--- config.mk ---
export PLATFORM = sky130hd
export DESIGN_NAME = framed_shift_register
export DESIGN_NICKNAME = d
export VERILOG_FILES = /design/src/rtl/framed_shift_register.sv
export SDC_FILE = /design/constraint.sdc
export NUM_CORES = 1
export LEC_CHECK = 0
export ABC_AREA = 1
export CORE_MARGIN = 2
export CORE_UTILIZATION = 40
export CTS_CLUSTER_DIAMETER = 60
export CTS_CLUSTER_SIZE = 40
export DETAILED_ROUTE_END_ITERATION = 16
export HOLD_SLACK_MARGIN = 0.15
export PLACE_DENSITY = 0.75
export SETUP_SLACK_MARGIN = 0.1
export SYNTH_ARGS = -nofsm -noshare
export SYNTH_HDL_FRONTEND = slang
export SYNTH_SLANG_ARGS = --single-unit
--- constraint.sdc ---
create_clock -name clk -period 1.1 [get_ports clk]
set_input_delay 0.275 -clock clk [delete_from_list [all_inputs] [get_ports clk]]
set_output_delay 0.275 -clock clk [all_outputs]
set_load 0.01 [all_outputs]
--- src/rtl/framed_shift_register.sv ---
// framed_shift_register: serial/parallel shift register with runtime bit order,
// separate sample (rising SCLK) and launch (falling SCLK) strobes, a bit counter
// with a word-complete pulse, and a captured-word register.
//   clk, reset            : system clock, async active-high reset
//   peripheralClkEdge     : sample serialDataIn and shift
//   peripheralClkFall     : launch the outgoing bit into serialDataOut
//   lsbFirst              : 0 = MSB-first, 1 = LSB-first
//   parallelLoad/DataIn   : load the register (beats a shift)
//   serialDataIn          : incoming bit
//   parallelDataOut       : live register contents
//   serialDataOut         : registered outgoing bit
//   bitCount, wordDone    : bits into current word, one-clk completion pulse
//   rxWord                : last completed word
module framed_shift_register #(
   parameter int WIDTH = 8,
   parameter int CW    = $clog2(WIDTH + 1)
) (
   input  logic             clk,
   input  logic             reset,
   input  logic             peripheralClkEdge,
   input  logic             peripheralClkFall,
   input  logic             lsbFirst,
   input  logic             parallelLoad,
   input  logic [WIDTH-1:0] parallelDataIn,
   input  logic             serialDataIn,
   output logic [WIDTH-1:0] parallelDataOut,
   output logic             serialDataOut,
   output logic [CW-1:0]    bitCount,
   output logic             wordDone,
   output logic [WIDTH-1:0] rxWord
);
   logic [WIDTH-1:0] sr;
   logic [WIDTH-1:0] shifted;
   logic             last;
   assign parallelDataOut = sr;
   assign shifted = lsbFirst ? {serialDataIn, sr[WIDTH-1:1]} : {sr[WIDTH-2:0], serialDataIn};
   assign last    = bitCount == CW'(WIDTH - 1);
   always_ff @(posedge clk or posedge reset)
      if (reset) begin
         sr            <= '0;
         serialDataOut <= 1'b0;
         bitCount      <= '0;
         wordDone      <= 1'b0;
         rxWord        <= '0;
      end else begin
         wordDone <= 1'b0;
         if (parallelLoad) begin
            sr            <= parallelDataIn;
            bitCount      <= '0;
            serialDataOut <= lsbFirst ? parallelDataIn[0] : parallelDataIn[WIDTH-1];
         end else begin
            if (peripheralClkEdge) begin
               sr       <= shifted;
               bitCount <= last ? '0 : bitCount + CW'(1);
               if (last) begin
                  rxWord   <= shifted;
                  wordDone <= 1'b1;
               end
            end
            // launch reads the pre-shift register even when a shift coincides
            if (peripheralClkFall)
               serialDataOut <= lsbFirst ? sr[0] : sr[WIDTH-1];
         end
      end
endmodule
==> run summary <==
outcome = complete, but fails checks
failing checks = setup timing
Total GRT Usage = 0.213
critical path class = reg -> reg
Hold Crit Class = in -> async
number of warning messages in the yosys log = 0
total power divided by cell area = 979 mW/mm^2
post-synth cell types = 23
count of buffer and inverter cells on the critical path = 2
Pre-Repair DR Iteration Count = 4
worst setup slack before clock tree synthesis = -0.448 ns
Clock Pin Slew Worst Setup and Hold Paths = 0.12 ns
count of vias placed by the detailed router = 1209
crit path max-delay cell type = dfrtp_2
root cell of the clock tree = clkbuf_4
stage delay of the slowest cell on the critical path = 0.39 ns
clock tree from TritonCTS = yes
detailed-route DRC error count = 0
clock period minus final worst setup slack = 1.24 ns
average wire per standard cell = 13.7 um
share of the yosys chip area belonging to registers = 0.504
FF-to-FF End = rxWord[1]
Detail Placement HPWL = 2230 um
Stages on worst setup path = 8
count of final hold-check violations = 0
Die Span Y = 56.3 um
synthesized instance count = 134
die span in x = 56.3 um
Largest delay share family, worst path = flip-flops
routability congestion estimate = 0.853
hold-fix buffer count after cts = 0
total placed cells including tap cells = 227
kind of start point of the critical path = flop
headroom to the max-slew limit = 0.840
via count of the first global-routing pass = 1187
dominant combinational cell family by area after synthesis = simple AND/OR/NAND/NOR gates
CP cell instances = buf_6 -> ha_4 -> nand2_4 -> nor2_4 -> nand2_4 -> buf_6 -> nand2_2 -> nand2_1
xor and xnor area share after synthesis = 0
Leakage = 1.03 nW
IO Count = 37
Overall Power = 1.82 mW
Syn-to-layout area delta = 70.0%
post-route worst setup slack = -0.145 ns
number of antenna diodes = 0
first-pass GRT wire length = 5290 um
RSZ-0062 raised after global routing = true
final critical-path share of the clock period = 1.13
origin of the critical flop-to-flop path = bitCount[1]
H-Tree Depth = 1
Max Fanout on Critical Path = 6
flip-flop and latch area = 553 um^2
number of buffers on the longest clock path = 2
endpoint required time on the critical path = 1.32 ns
number of core rows = 18
area fraction in and, or, nand and nor cells after synthesis = 0.341
full die area = 0.00316 mm^2
mean cell area of the mapped netlist = 8.15 um^2
worst vdd ir = 0.976 mV
maximum clock frequency = 803 MHz
initial drt markers = 16
total detailed-routing wirelength = 3330 um
number of setup violations in the final report = 33
maximum number of pins on one net before global-route repair = 23
compound-gate portion of the synthesized area = 0.0813
average via count per standard cell = 4.98
final std cells w/o fill = 243
final hold slack = 0.272 ns
worst clock skew = 0.00169 ns
layout net count = 230
adder-cell share of the synthesized area = 0.0115
placeable core region = 0.00252 mm^2
Worst Tran Pin Value = 0.240 ns
share of post-route cells with drive strength above 1 = 0.474
net count after synthesis = 150
endpoint arrival time on the critical path = 1.47 ns
source-to-sink clock delay at the later pin of the worst-skew pair = 0.31 ns
worst-case register-to-register setup slack = -0.14 ns
total clock buffers created by CTS = 3
r2r worst-path depth = 8
multi-input combinational cell area = 564 um^2
cell area after layout = 0.00186 mm^2
clock sink count = 22
Fillers = 193
flops & latches, synth = 22
max-cap violation count = 0
final max-slew violation count = 0
critical path endpoint category = flop
count of antenna-violating nets left after detailed routing = 0
area of placed instances = 0.00173 mm^2
initial core utilization = 0.433
initial antenna violation count = 0
quantity of I/O buffers inserted on ports = 36
portion of netlist area occupied by mux cells = 0
residual overflow from global routing = 0
Post-Synthesis Cell Area = 0.00109 mm^2
state kept, by name, indices dropped and copies added, names as in the netlist:
name / count
parallelDataOut: 8
rxWord: 8
bitCount: 4
serialDataOut: 1
wordDone: 1
cell usage after synthesis (all sizes together):
cell type	number	area, um^2
a21oi	1	5.00
a22o	1	8.76
a22oi	2	15.0
buf	4	35.0
clkinv	1	3.75
dfrtp	22	551
ha	1	12.5
inv	5	28.8
nand2	68	265
nand3	10	50.1
nand4	1	6.26
nor2	6	32.5
o21ai	9	60.1
or2	3	18.8
cell usage in the layout, fill, tap and decap left out, drive strengths merged:
master and n:
clkdlybuf4s50 11, clkinv 1, a22o 1, a22oi 2
o21ai 9, nor2 6, a21oi 1, inv 5
nand4 1, ha 1, nand2 68, dfrtp 22
clkbuf 4, or2 3, dlygate4sd2 3, nand3 10
buf 65
worst max path at each step:
| stage | end | from | slack (ns) |
|---|---|---|---|
| after floorplan | rxWord[6] | bitCount[1] | -0.05 |
| after global placement | rxWord[1] | parallelLoad | -0.39 |
| after detailed placement | rxWord[1] | parallelLoad | -0.45 |
| after CTS | rxWord[0] | bitCount[1] | -0.13 |
| after global routing | rxWord[5] | bitCount[1] | -0.18 |
| final | rxWord[1] | bitCount[1] | -0.14 |
routing by layer:
metal  vias up  routed length (um)  GRT usage
li1        587                   -          -
met2        27                1780      0.402
met5         -                   0          0
met3         7                  99     0.0369
met1       588                1390      0.244
met4         0                  62     0.0578
report_power, final:
group	switching (mW)	internal (mW)	total, mW
Sequential	0.0278	0.851	0.878
Clock	0.252	0.202	0.455
Combinational	0.232	0.252	0.484
worst reg2reg max path: stages (launching register included):
cell	delay, ns
dfrtp_2	0.39
buf_6	0.11
ha_4	0.13
nand2_4	0.05
nor2_4	0.12
nand2_4	0.10
buf_6	0.15
nand2_2	0.06
nand2_1	0.05
cells by family after synthesis:
| logic type | count (synthesis) |
|---|---|
| AO/OA/AOI/OAI | 13 |
| adder cells (fa/ha/maj) | 1 |
| buffers and inverters | 10 |
| flip-flops | 22 |
| AND/OR/NAND/NOR | 88 |
cell type report:
cell class | count | area share
clock buffers | 4 | 0.0195
inverters | 6 | 0.0175
multi-input cells | 102 | 0.304
flip-flops and latches | 22 | 0.298
well taps | 30 | 0.0202
repair buffers | 79 | 0.341
repair_timing:
item,CTS,global route
gates resized for setup,113,14
buffers inserted,9,5
pin swaps,12,15
setup endpoints to repair,44,38
through the flow:
stage	setup TNS [ns]	utilization
after CTS	-1.95	0.710
after detailed placement	-9.35	0.686
after global routing	-3.04	0.736
after floorplan	-0.290	-
after global placement	-8.47	0.686
final	-1.74	0.736
Note: power is estimated with default switching activity, not from simulation.
